===== config.mk =====
export PLATFORM = sky130hd
export DESIGN_NAME = or_unit_flat
export DESIGN_NICKNAME = d
export VERILOG_FILES = /design/src/rtl/or_unit_pkg.sv /design/src/rtl/or_unit_if.sv /design/src/rtl/or_unit_core.sv /design/src/rtl/or_unit.sv /design/src/flat_wrapper.sv
export SDC_FILE = /design/constraint.sdc
export NUM_CORES = 1
export LEC_CHECK = 0
export CAP_MARGIN = 20
export CORE_AREA = 2 2 39 41
export DETAILED_ROUTE_END_ITERATION = 8
export DIE_AREA = 0 0 41 43
export DONT_BUFFER_PORTS = 1
export GPL_ROUTABILITY_DRIVEN = 0
export SYNTH_ARGS = -nofsm -noshare
export SYNTH_HDL_FRONTEND = slang
export SYNTH_SLANG_ARGS = --single-unit

===== constraint.sdc =====
create_clock -name CLK -period 0.9 [get_ports CLK]
set_input_delay 0.135 -clock CLK [delete_from_list [all_inputs] [get_ports CLK]]
set_output_delay 0.135 -clock CLK [all_outputs]
set_load 0.05 [all_outputs]

===== src/rtl/or_unit_pkg.sv =====
// or_unit_pkg: shared constants and types for the or_unit datapath block.
//   OR_UNIT_WIDTH_DEFAULT : default operand/result width (8 bits).
//   or_unit_rec_t         : {result, zero, neg} record at the default width.
//   OR_UNIT_REC_RESET     : value the result record takes while reset is held.
//   or_unit_flags()       : builds a record from a raw OR value at the default width.
package or_unit_pkg;

  localparam int unsigned OR_UNIT_WIDTH_DEFAULT = 8;

  typedef struct packed {
    logic [OR_UNIT_WIDTH_DEFAULT-1:0] result;
    logic                             zero;
    logic                             neg;
  } or_unit_rec_t;

  localparam or_unit_rec_t OR_UNIT_REC_RESET = '{result: '0, zero: 1'b1, neg: 1'b0};

  function automatic or_unit_rec_t or_unit_flags(input logic [OR_UNIT_WIDTH_DEFAULT-1:0] v);
    or_unit_rec_t r;
    r.result = v;
    r.zero   = (v == '0);
    r.neg    = v[OR_UNIT_WIDTH_DEFAULT-1];
    return r;
  endfunction

endpackage


===== src/rtl/or_unit_if.sv =====
// or_unit_if: operand, result and handshake bundle for or_unit.
//   A, B       : signed operands
//   C          : combinational A | B
//   IN_VALID / IN_READY   : request handshake into the result register
//   OUT_VALID / OUT_READY : delivery handshake out of the result register
//   RESULT, ZERO, NEG     : registered result and its flags
//   ACCUM      : present only when OR_UNIT_ACCUM_EN is defined; ORs the held
//                RESULT into the next accepted value.
// Modports: slave (the or_unit block), master (the producer/consumer side).
interface or_unit_if import or_unit_pkg::*; #(
  parameter int unsigned WIDTH = OR_UNIT_WIDTH_DEFAULT
) ();

  logic [WIDTH-1:0] A;
  logic [WIDTH-1:0] B;
  logic [WIDTH-1:0] C;
  logic             IN_VALID;
  logic             IN_READY;
  logic             OUT_VALID;
  logic             OUT_READY;
  logic [WIDTH-1:0] RESULT;
  logic             ZERO;
  logic             NEG;
`ifdef OR_UNIT_ACCUM_EN
  logic             ACCUM;

  modport slave (
    input  A, B, IN_VALID, OUT_READY, ACCUM,
    output C, IN_READY, OUT_VALID, RESULT, ZERO, NEG
  );

  modport master (
    output A, B, IN_VALID, OUT_READY, ACCUM,
    input  C, IN_READY, OUT_VALID, RESULT, ZERO, NEG
  );
`else
  modport slave (
    input  A, B, IN_VALID, OUT_READY,
    output C, IN_READY, OUT_VALID, RESULT, ZERO, NEG
  );

  modport master (
    output A, B, IN_VALID, OUT_READY,
    input  C, IN_READY, OUT_VALID, RESULT, ZERO, NEG
  );
`endif

endinterface


===== src/rtl/or_unit_core.sv =====
// or_unit_core: purely combinational bitwise OR with result flags.
//   a, b : operands (two's complement; signedness does not change the bits)
//   y    : a | b
//   zero : y == 0
//   neg  : sign bit of y
module or_unit_core import or_unit_pkg::*; #(
  parameter int unsigned WIDTH = OR_UNIT_WIDTH_DEFAULT
) (
  input  logic [WIDTH-1:0] a,
  input  logic [WIDTH-1:0] b,
  output logic [WIDTH-1:0] y,
  output logic             zero,
  output logic             neg
);

  always_comb begin
    y    = a | b;
    zero = (y == '0);
    neg  = y[WIDTH-1];
  end

endmodule


===== src/rtl/or_unit.sv =====
// or_unit: signed bitwise-OR block for the 8-bit ALU.
//   CLK   : rising-edge clock
//   RESET : asynchronous, active-high reset
//   bus   : or_unit_if.slave -- operands, combinational C, and a one-entry
//           registered result with valid/ready handshakes and ZERO/NEG flags.
// C is zero-latency and ignores reset. The result register accepts when
// IN_VALID && IN_READY, with IN_READY = !OUT_VALID || OUT_READY, so a deliver
// and an accept in the same cycle sustain one result per cycle.
// Optional feature macro: OR_UNIT_ACCUM_EN adds bus.ACCUM; an accept with
// ACCUM=1 stores A | B | RESULT (held value, delivered or not).
module or_unit import or_unit_pkg::*; #(
  parameter int unsigned WIDTH = OR_UNIT_WIDTH_DEFAULT
) (
  input  logic       CLK,
  input  logic       RESET,
  or_unit_if.slave   bus
);

  typedef struct packed {
    logic [WIDTH-1:0] result;
    logic             zero;
    logic             neg;
  } rec_t;

  localparam rec_t REC_RESET = '{result: '0, zero: 1'b1, neg: 1'b0};

  logic [WIDTH-1:0] ab_y;
  logic             ab_zero;
  logic             ab_neg;

  rec_t rec_q, rec_d, rec_in;
  logic out_valid_q, out_valid_d;
  logic in_ready;
  logic accept;
  logic deliver;

  or_unit_core #(.WIDTH(WIDTH)) u_core (
    .a    (bus.A),
    .b    (bus.B),
    .y    (ab_y),
    .zero (ab_zero),
    .neg  (ab_neg)
  );

  assign bus.C = ab_y;

`ifdef OR_UNIT_ACCUM_EN
  logic [WIDTH-1:0] acc_sel;

  assign acc_sel = bus.ACCUM ? rec_q.result : '0;

  // Flags are merged from the shared core's A|B flags rather than recomputed:
  // an OR is zero only if both parts are zero, and negative if either sign is set.
  always_comb begin
    rec_in        = REC_RESET;
    rec_in.result = ab_y | acc_sel;
    rec_in.zero   = ab_zero & ~(|acc_sel);
    rec_in.neg    = ab_neg | acc_sel[WIDTH-1];
  end
`else
  always_comb begin
    rec_in        = REC_RESET;
    rec_in.result = ab_y;
    rec_in.zero   = ab_zero;
    rec_in.neg    = ab_neg;
  end
`endif

  assign in_ready = !out_valid_q || bus.OUT_READY;
  assign accept   = bus.IN_VALID && in_ready;
  assign deliver  = out_valid_q && bus.OUT_READY;

  always_comb begin
    rec_d       = rec_q;
    out_valid_d = out_valid_q;
    if (accept) begin
      rec_d       = rec_in;
      out_valid_d = 1'b1;
    end else if (deliver) begin
      out_valid_d = 1'b0;
    end
  end

  always_ff @(posedge CLK or posedge RESET) begin
    if (RESET) begin
      rec_q       <= REC_RESET;
      out_valid_q <= 1'b0;
    end else begin
      rec_q       <= rec_d;
      out_valid_q <= out_valid_d;
    end
  end

  assign bus.IN_READY  = in_ready;
  assign bus.OUT_VALID = out_valid_q;
  assign bus.RESULT    = rec_q.result;
  assign bus.ZERO      = rec_q.zero;
  assign bus.NEG       = rec_q.neg;

endmodule


===== src/flat_wrapper.sv =====
// flat-port wrapper written by rule: the top's interface ports become plain ports
module or_unit_flat import or_unit_pkg::*;
#(
  parameter int unsigned WIDTH = OR_UNIT_WIDTH_DEFAULT
)
  (CLK, RESET, bus_A, bus_B, bus_IN_VALID, bus_OUT_READY, bus_C, bus_IN_READY, bus_OUT_VALID, bus_RESULT, bus_ZERO, bus_NEG);
  or_unit_if #(.WIDTH(WIDTH)) bus_i ();
  input  logic CLK;
  input  logic RESET;
  input wire logic [$bits(bus_i.A)-1:0] bus_A;
  input wire logic [$bits(bus_i.B)-1:0] bus_B;
  input wire logic [$bits(bus_i.IN_VALID)-1:0] bus_IN_VALID;
  input wire logic [$bits(bus_i.OUT_READY)-1:0] bus_OUT_READY;
  output wire logic [$bits(bus_i.C)-1:0] bus_C;
  output wire logic [$bits(bus_i.IN_READY)-1:0] bus_IN_READY;
  output wire logic [$bits(bus_i.OUT_VALID)-1:0] bus_OUT_VALID;
  output wire logic [$bits(bus_i.RESULT)-1:0] bus_RESULT;
  output wire logic [$bits(bus_i.ZERO)-1:0] bus_ZERO;
  output wire logic [$bits(bus_i.NEG)-1:0] bus_NEG;
  assign bus_i.A = bus_A;
  assign bus_i.B = bus_B;
  assign bus_i.IN_VALID = bus_IN_VALID;
  assign bus_i.OUT_READY = bus_OUT_READY;
  assign bus_C = bus_i.C;
  assign bus_IN_READY = bus_i.IN_READY;
  assign bus_OUT_VALID = bus_i.OUT_VALID;
  assign bus_RESULT = bus_i.RESULT;
  assign bus_ZERO = bus_i.ZERO;
  assign bus_NEG = bus_i.NEG;
  or_unit #(.WIDTH(WIDTH)) u_core (.CLK(CLK), .RESET(RESET), .bus(bus_i));
endmodule

==> summary.md, run 1 <==
| Metric | Value |
|---|---|
| Outcome | `complete, but fails checks` |
| Violated checks | `negative setup slack` |
| Initial antenna violation count | `0` |
| Placed cell area | `699 um^2` |
| Synthesized area per cell | `about 13 um^2` |
| Clock sink total | `10` |
| Htree depth | `1` |
| Unrepaired setup endpoints after global routing | `true` |
| IO Count | `40` |
| Max-slew violation count | `0` |
| Vias | `between 400 and 500` |
| Hold slack | `0.0456 ns` |
| Sequential fraction of the synthesis area | `0.479` |
| DRC Markers | `0` |
| Antenna diodes | `0` |
| Total CTS buffers | `3` |
| Cell area after synthesis | `~530 um^2` |
| Hold crit path type | `primary input to flop` |
| Area of the multi-input gates | `approximately 250 um^2` |
| Seq cells post-synth | `10` |
| Element type at the critical path end | `primary output` |
| Largest net degree at the start of global routing | `11` |
| Max Clk Rate | `around 0.91 GHz` |
| Crit Path Class | `flop to primary output` |
| CTS tree | `yes` |
| Post-layout util | `0.612` |
| Post-route cell area | `847 um^2` |
| Ys Warns | `0` |
| Final HPWL DP | `around 940 um` |
| Die ar. | `1760 um^2` |
| Worst-Skew Late Latency | `between 0.2 and 0.3 ns` |
| Clock-pin slew on the worst setup and hold paths | `approximately 0.070 ns` |
| Final min period | `1.10 ns` |
| Worst vdd ir | `slightly above 0.8 mV` |
| DRT Pass-1 Iters | `1` |
| Final setup fails | `21` |
| WL per Instance | `roughly 14 um` |
| Overflow after GRT | `0` |
| Clock Tree Root | `clkbuf_4` |
| Met2 GRT Util | `0.259` |
| Number of global-route vias before repair | `between 400 and 500` |
| Worst EP required | `roughly 0.76 ns` |
| Nets@finish | `92` |
| Initial Util | `0.380` |
| Gate Count Post-Synth | `39` |
| Synth unique cells | `12` |
| CP max FO | `2` |
| DRT iter0 DRCs | `0` |
| Row cnt | `14` |
| # fillers | `roughly 110` |
| Die width | `between 40 and 50 um` |
| CP arrival | `roughly 0.96 ns` |
| Slew @ Worst Pin | `0.373 ns` |
| Total GRT Usage | `0.158` |
| Final worst slack | `-0.200 ns` |
| Mapped Nets | `~60` |
| Post-route ant nets | `0` |
| Setup Total Neg Slack | `-2.44 ns` |
| First-pass GRT wire length | `1810 um` |
| Layout cells sized above 1 | `0.606` |
| GR Layer Usage met1 | `0.171` |
| Period utilization | `1.22` |
| Final wirelength | `between 1000 and 1500 um` |
| P_leak | `roughly 0.39 nW` |
| Clk_skew | `0.00423 ns` |
| Critical Path Start Type | `flop` |
| CTS max path bufs | `2` |
| GRT Max-Usage Layer | `met2` |
| PD cells | `~1800 nW/um^2` |
| Register area | `between 200 and 300 um^2` |
| Core area | `roughly 1400 um^2` |
| Slew margin rel. | `0.751` |
| Via/cell ratio | `4.83` |
| Area grow syn2layout | `61.2%` |
| Die H | `around 43 um` |
| Pre-CTS worst setup slack | `-0.140 ns` |
| Buffers on Ports | `0` |
| Met3 Use GR | `0.0314` |
| Final hold vios | `0` |
| Max-Cap Viols | `0` |
==> layer usage <==
layer	wire length, um	vias up	share of wire
li1	-	199	-
met3	81	2	0.067
met1	414	197	0.34
met4	19	0	0.016
met5	0	-	0
met2	699	22	0.58
==> flip-flops by register name (all words and copies together) (netlist names) <==
name and count:
u_core.bus.OUT_VALID 1, u_core.bus.ZERO 1, u_core.bus.RESULT 8
==> report_power, final <==
group / total [mW] / internal [mW] / switching (mW)
Clock: 0.336 / 0.172 / 0.164
Sequential: 0.539 / 0.500 / 0.0384
Combinational: 0.670 / 0.289 / 0.381
==> critical path, stage by stage, from the launching register on <==
cell	delay, ns
dfrtp_2	0.42
nand2b_4	0.11
buf_8	0.16
==> synthesized netlist by cell type <==
cell type,instances,area [um^2]
buf_4,2,15.0
dfrtp_1,9,225
dfstp_2,1,26.3
inv_1,2,7.51
mux2_4,8,120
mux2i_1,1,10.0
nand2_8,1,20.0
nand2b_1,1,6.26
nand2b_4,1,13.8
nand4_1,1,6.26
nor4_1,4,25.0
or2_1,8,50.1
==> path summary, 6_finish.rpt <==
kind                            cells past startpoint  slack (ns)                   end            startpoint
worst max-delay path                                2       -0.20          bus_IN_READY  u_core.bus.OUT_VALID
worst min-delay path                                3        0.05       u_core.bus.ZERO              bus_A[0]
worst max register to register                      3       -0.16  u_core.bus.RESULT[5]  u_core.bus.OUT_VALID
worst min register to register                      2        0.51       u_core.bus.ZERO       u_core.bus.ZERO
max in group asynchronous                           2        0.31       u_core.bus.ZERO                 RESET
min in group asynchronous                           2        0.27  u_core.bus.RESULT[1]                 RESET
==> layout by cell type, fill, tap and decap left out <==
| cell type | count |
|---|---|
| nand2_8 | 1 |
| clkbuf_4 | 3 |
| buf_4 | 18 |
| mux2i_1 | 1 |
| or2_1 | 8 |
| buf_6 | 7 |
| inv_1 | 2 |
| dlygate4sd3_1 | 2 |
| nor4_1 | 4 |
| nand2b_4 | 1 |
| clkbuf_1 | 1 |
| mux2_4 | 8 |
| dfstp_2 | 1 |
| buf_8 | 1 |
| nand4_1 | 1 |
| buf_12 | 2 |
| dfrtp_1 | 8 |
| nand2b_1 | 1 |
| dfrtp_2 | 1 |
==> stage by stage <==
step	cells	power (mW)
final	87	1.54
after global routing	87	1.61
after CTS	85	1.54
after detailed placement	72	1.11
after global placement	72	1.10
after floorplan	39	0.957
==> final cells by class <==
type,instances,area share
clock buffer,4,0.0310
inverter,2,0.00886
multi-input combinational,25,0.297
sequential,10,0.298
tap,16,0.0236
timing repair buffer,30,0.341
==> cells by family after synthesis <==
group                  share of synthesized area
DFF                                        0.479
muxes                                      0.248
buffers and inverters                     0.0429
and+or+nand+nor                            0.231
==> what timing repair did <==
item                                    CTS  global route
endpoints found under the setup margin   21            21
resized for setup                         9             0
endpoints found under the hold margin    10             0
pin swaps                                 0             0
setup buffers                             7             2
hold buffers                              2             0
Note: power is estimated with default switching activity, not from simulation.
==> run 2: changes to the inputs <==
--- a/config.mk
+++ b/config.mk
@@ -5,12 +5,13 @@
 export SDC_FILE = /design/constraint.sdc
 export NUM_CORES = 1
 export LEC_CHECK = 0
-export CAP_MARGIN = 20
+export CAP_MARGIN = 10
 export CORE_AREA = 2 2 39 41
 export DETAILED_ROUTE_END_ITERATION = 8
 export DIE_AREA = 0 0 41 43
 export DONT_BUFFER_PORTS = 1
 export GPL_ROUTABILITY_DRIVEN = 0
+export SKIP_CTS_REPAIR_TIMING = 1
 export SYNTH_ARGS = -nofsm -noshare
 export SYNTH_HDL_FRONTEND = slang
 export SYNTH_SLANG_ARGS = --single-unit
==> run 2 against run 1 <==
Against the previous run: the run still ends with negative setup slack left; critical endpoint unchanged; largest power group unchanged; critical path depth unchanged; global-route usage decreased by 1.7 points; sequential cell count unchanged; hold slack improved by 0.0087 ns.
==> summary.md, run 2 (same netlist as run 1, synthesis figures left out) <==
| Metric | Value |
|---|---|
| Htree depth | `1` |
| Max-slew violation count | `0` |
| P_leak | `~0.39 nW` |
| Nets@finish | `92` |
| Pre-CTS worst setup slack | `-0.140 ns` |
| Post-route ant nets | `0` |
| Total CTS buffers | `3` |
| Overflow after GRT | `0` |
| Slew margin rel. | `0.756` |
| Unrepaired setup endpoints after global routing | `true` |
| Placed Cells | `between 70 and 80` |
| Period utilization | `1.21` |
| Hold crit path type | `primary input to flop` |
| CP max FO | `2` |
| Initial antenna violation count | `0` |
| Final hold vios | `0` |
| Core area | `around 1400 um^2` |
| Clock-pin slew on the worst setup and hold paths | `~0.070 ns` |
| Vias | `409` |
| Worst path max stage delay | `0.42 ns` |
| Largest register FFs | `8` |
| Clock Tree Root | `clkbuf_4` |
| Crit-path slowest cell | `dfrtp_2` |
| Power, Total | `1.54 mW` |
| Final wirelength | `1220 um` |
| Initial Util | `0.380` |
| Critical Path Start Type | `flop` |
| WL per Instance | `between 10 and 15 um` |
| Worst-Skew Late Latency | `around 0.26 ns` |
| Top cell family by delay on the critical path | `flip-flops` |
| DRT Pass-1 Iters | `2` |
| Antenna diodes | `0` |
| Worst vdd ir | `0.795 mV` |
| IO Count | `40` |
| Element type at the critical path end | `primary output` |
| CP arrival | `about 0.95 ns` |
| CTS tree | `yes` |
| Row cnt | `14` |
| Die width | `slightly above 40 um` |
| Via/cell ratio | `between 4 and 5` |
| Clock sink total | `10` |
| Violated checks | `negative setup slack` |
| Met3 Use GR | `0.0314` |
| Total GRT Usage | `0.140` |
| Final worst slack | `-0.187 ns` |
| Clk_skew | `around 0.0041 ns` |
| Area grow syn2layout | `61.2%` |
| Buffers on Ports | `0` |
| Die ar. | `approximately 1800 um^2` |
| Commonest non-fill, non-tap cells in the layout | `buf_4 (18), or2_1 (8), mux2_4 (8), dfrtp_1 (8), buf_6 (7)` |
| First-pass GRT wire length | `1660 um` |
| Outcome | `complete, but fails checks` |
| Final min period | `around 1.1 ns` |
| Met2 GRT Util | `0.247` |
| Worst EP required | `roughly 0.76 ns` |
| Finished Layout Cells | `87` |
| Largest net degree at the start of global routing | `11` |
| CTS max path bufs | `2` |
| Hold slack | `about 0.054 ns` |
| GR Layer Usage met1 | `0.147` |
| Crit path buf inv count | `1` |
| Critical-path cell list | `nand2b_4 > buf_8` |
| DRC Markers | `0` |
| GRT Max-Usage Layer | `met2` |
| Slew @ Worst Pin | `roughly 0.36 ns` |
| Final HPWL DP | `about 940 um` |
| Max-Cap Viols | `0` |
| Final setup fails | `21` |
| Crit Path Class | `flop to primary output` |
| Commonest non-fill, non-tap cell in the layout | `buf_4` |
| DRT iter0 DRCs | `1` |
| PD cells | `1820 nW/um^2` |
| Die H | `between 40 and 50 um` |
| Layout cells sized above 1 | `0.606` |
| Max Clk Rate | `0.920 GHz` |
| Number of global-route vias before repair | `401` |
## run 2: cell counts in the layout (fill, tap and decap cells not counted)
Identical to the previous run, type by type.
## run 2: path summary, 6_finish.rpt
| path | end | slack (ns) | from | cells past startpoint |
|---|---|---|---|---|
| worst min register to register | u_core.bus.ZERO | 0.51 | u_core.bus.ZERO | 2 |
| min in group asynchronous | u_core.bus.RESULT[1] | 0.29 | RESET | 2 |
| max in group asynchronous | u_core.bus.ZERO | 0.29 | RESET | 2 |
| worst max register to register | u_core.bus.RESULT[5] | -0.16 | u_core.bus.OUT_VALID | 3 |
| worst max-delay path | bus_IN_READY | -0.19 | u_core.bus.OUT_VALID | 2 |
| worst min-delay path | u_core.bus.ZERO | 0.05 | bus_A[0] | 3 |
## run 2: final cells by class
class                   count  area, um^2
fillers                   106         537
repair buffers             30         289
flip-flops and latches     10         253
multi-input cells          25         251
clock buffers               4        26.3
well taps                  16        20.0
inverters                   2        7.51
## run 2: power by group
| part | leakage, nW | internal (mW) | switching, mW |
|---|---|---|---|
| clock network | 0.0150 | 0.171 | 0.157 |
| logic | 0.272 | 0.289 | 0.381 |
| registers | 0.103 | 0.500 | 0.0400 |
## run 2: routing by layer
metal  part of all wire  up-vias  wire length, um
met2               0.60       20              727
met1               0.33      194              407
met4                  0        0                0
met5                  0        -                0
li1                   -      195                -
met3              0.066        0               80
## run 2: through the flow
| stage | util | setup TNS (ns) | area, um^2 |
|---|---|---|---|
| 6_report | 0.612 | -2.30 | 847 |
| 4_1_cts | 0.524 | -2.58 | 726 |
| 2_1_floorplan | - | -3.56 | 527 |
| 5_1_grt | 0.612 | -2.98 | 847 |
| 3_5_place_dp | 0.505 | -1.11 | 699 |
| 3_3_place_gp | 0.505 | -0.960 | 699 |
## run 2: tightest hold or removal path, stage by stage
cell and delay [ns]:
nor4_1 0.04, nand4_1 0.06, mux2i_1 0.07
==> run 3: changes to the inputs <==
--- a/config.mk
+++ b/config.mk
@@ -11,7 +11,9 @@
 export DIE_AREA = 0 0 41 43
 export DONT_BUFFER_PORTS = 1
 export GPL_ROUTABILITY_DRIVEN = 0
+export REMOVE_ABC_BUFFERS = 1
 export SKIP_CTS_REPAIR_TIMING = 1
+export SLEW_MARGIN = 20
 export SYNTH_ARGS = -nofsm -noshare
 export SYNTH_HDL_FRONTEND = slang
 export SYNTH_SLANG_ARGS = --single-unit
==> run 3 against run 2 <==
Against the previous run: the run still ends with negative setup slack left; wire length decreased by 10%; final cell count decreased by 1.1%; die area unchanged; via count increased by 4.2%; critical path depth decreased by 1; clock power increased by 23%.
==> summary.md, run 3 (same netlist as run 1, synthesis figures left out) <==
| Metric | Value |
|---|---|
| Outcome | `complete, but fails checks` |
| Violated checks | `negative setup slack` |
| Largest net degree at the start of global routing | `11` |
| Hold depth | `3` |
| Overflow after GRT | `0` |
| Initial Util | `0.380` |
| Clock sink total | `10` |
| Via/cell ratio | `4.95` |
| P_int | `1.02 mW` |
| CTS tree | `yes` |
| Worst-Skew Late Latency | `0.26 ns` |
| Final setup fails | `21` |
| Worst EP required | `around 0.76 ns` |
| Critical R2R Capture | `u_core.bus.RESULT[5]` |
| IO Count | `40` |
| Area grow syn2layout | `60.5%` |
| Element type at the critical path end | `primary output` |
| Die ar. | `about 1800 um^2` |
| Switching share of total power | `0.359` |
| DRT iter0 DRCs | `3` |
| Nets@finish | `between 90 and 100` |
| Critical Path Start Type | `flop` |
| First-pass GRT wire length | `1590 um` |
| Vias | `between 400 and 500` |
| Total GRT Usage | `0.141` |
| Buffers on Ports | `0` |
| Clock Tree Root | `clkbuf_4` |
| Final hold vios | `0` |
| Die H | `43 um` |
| Initial antenna violation count | `0` |
| Crit-path slowest cell | `dfstp_2` |
| Final wirelength | `~1100 um` |
| Clk_skew | `between 0.0015 and 0.002 ns` |
| Total CTS buffers | `3` |
| Worst hold start | `bus_A[0]` |
| Htree depth | `1` |
| Final worst slack | `-0.198 ns` |
| Crit path buf inv count | `1` |
| Setup Total Neg Slack | `-2.09 ns` |
| Max-Cap Viols | `0` |
| CP max FO | `2` |
| Largest register FFs | `8` |
| Row cnt | `14` |
| Worst path max stage delay | `0.56 ns` |
| Worst reg2reg path depth | `3` |
| Layout cells sized above 1 | `0.600` |
| Die width | `41 um` |
| Slew @ Worst Pin | `roughly 0.38 ns` |
| Hold slack | `about 0.028 ns` |
| CTS max path bufs | `2` |
| Max-slew violation count | `0` |
| Seq pwr share | `0.337` |
| DRT Pass-1 Iters | `3` |
| Number of global-route vias before repair | `399` |
| CP arrival | `~0.96 ns` |
| WL per Instance | `12.7 um` |
| Comb pwr share | `0.409` |
| Period utilization | `1.22` |
| Critical path depth | `1` |
| Final HPWL DP | `861 um` |
| R2r setup slk | `-0.14 ns` |
| PD cells | `approximately 1900 nW/um^2` |
| Power, Total | `around 1.6 mW` |
| Post-route ant nets | `0` |
| Commonest non-fill, non-tap cells in the layout | `buf_4 (16), buf_6 (9), dfrtp_1 (9), or2_1 (8), mux2_4 (8)` |
| Sw power | `0.571 mW` |
| Hold crit path type | `primary input to flop` |
| Commonest non-fill, non-tap cell in the layout | `buf_4` |
| Clock-pin slew on the worst setup and hold paths | `0.07 ns` |
| Unrepaired setup endpoints after global routing | `true` |
| CP startpoint | `u_core.bus.ZERO` |
| WHS Endpoint | `u_core.bus.ZERO` |
| Critical-path cell list | `buf_12` |
| DRC Markers | `0` |
| P_leak | `around 0.4 nW` |
| Worst vdd ir | `roughly 1.0 mV` |
| Max Clk Rate | `roughly 0.91 GHz` |
| Crit Path Class | `flop to primary output` |
| Core area | `roughly 1400 um^2` |
| Top cell family by delay on the critical path | `flip-flops` |
| Antenna diodes | `0` |
| Reg-to-Reg Start | `u_core.bus.OUT_VALID` |
| Slew margin rel. | `0.750` |
| # fillers | `between 100 and 150` |
| Clk pwr share | `0.254` |
| Final min period | `between 1 and 1.5 ns` |
## run 3: changes by cell type in the layout (fill, tap and decap cells not counted), sizes merged
cell	change
buf	-1
## run 3: worst max path at each step
stage	endpoint	slack, ns
after floorplan	u_core.bus.RESULT[7]	-0.59
after global placement	u_core.bus.RESULT[0]	-0.12
after global routing	bus_ZERO	-0.24
final	bus_ZERO	-0.20
after CTS	bus_IN_READY	-0.24
after detailed placement	u_core.bus.RESULT[5]	-0.13
## run 3: worst register-to-register path, cell delays in order (launching register included)
cell and delay (ns):
dfrtp_1 0.41, nand2b_4 0.12, nand2_8 0.09, mux2_4 0.31
## run 3: power groups by stage
stage | clock, mW | sequential [mW] | combinational [mW]
CTS | 0.424 | 0.530 | 0.555
finish | 0.404 | 0.537 | 0.651
global route | 0.447 | 0.542 | 0.682
floorplan | 0 | 0.734 | 0.210
global placement | 0 | 0.536 | 0.551
detailed placement | 0 | 0.539 | 0.554
## run 3: cell type report
| type | instances | area [um^2] | area share |
|---|---|---|---|
| flip-flops and latches | 10 | 251 | 0.298 |
| multi-input cells | 25 | 251 | 0.298 |
| clock buffers | 4 | 36.3 | 0.0430 |
| well taps | 16 | 20.0 | 0.0237 |
| inverters | 2 | 7.51 | 0.00890 |
| repair buffers | 29 | 277 | 0.328 |
## run 3: per-stage QoR
stage | setup WS, ns | cell area (um^2) | cells | utilization
2_1_floorplan | -0.588 | 510 | 37 | -
3_3_place_gp | -0.121 | 693 | 73 | 0.501
3_5_place_dp | -0.129 | 693 | 73 | 0.501
4_1_cts | -0.244 | 729 | 77 | 0.527
5_1_grt | -0.238 | 843 | 86 | 0.609
6_report | -0.198 | 843 | 86 | 0.609
## run 3: per-layer routing
layer	wire, um	track usage	vias up
li1	-	-	199
met1	406	0.149	197
met2	540	0.228	30
met3	148	0.0942	0
met4	0	0.0200	0
met5	0	0	-
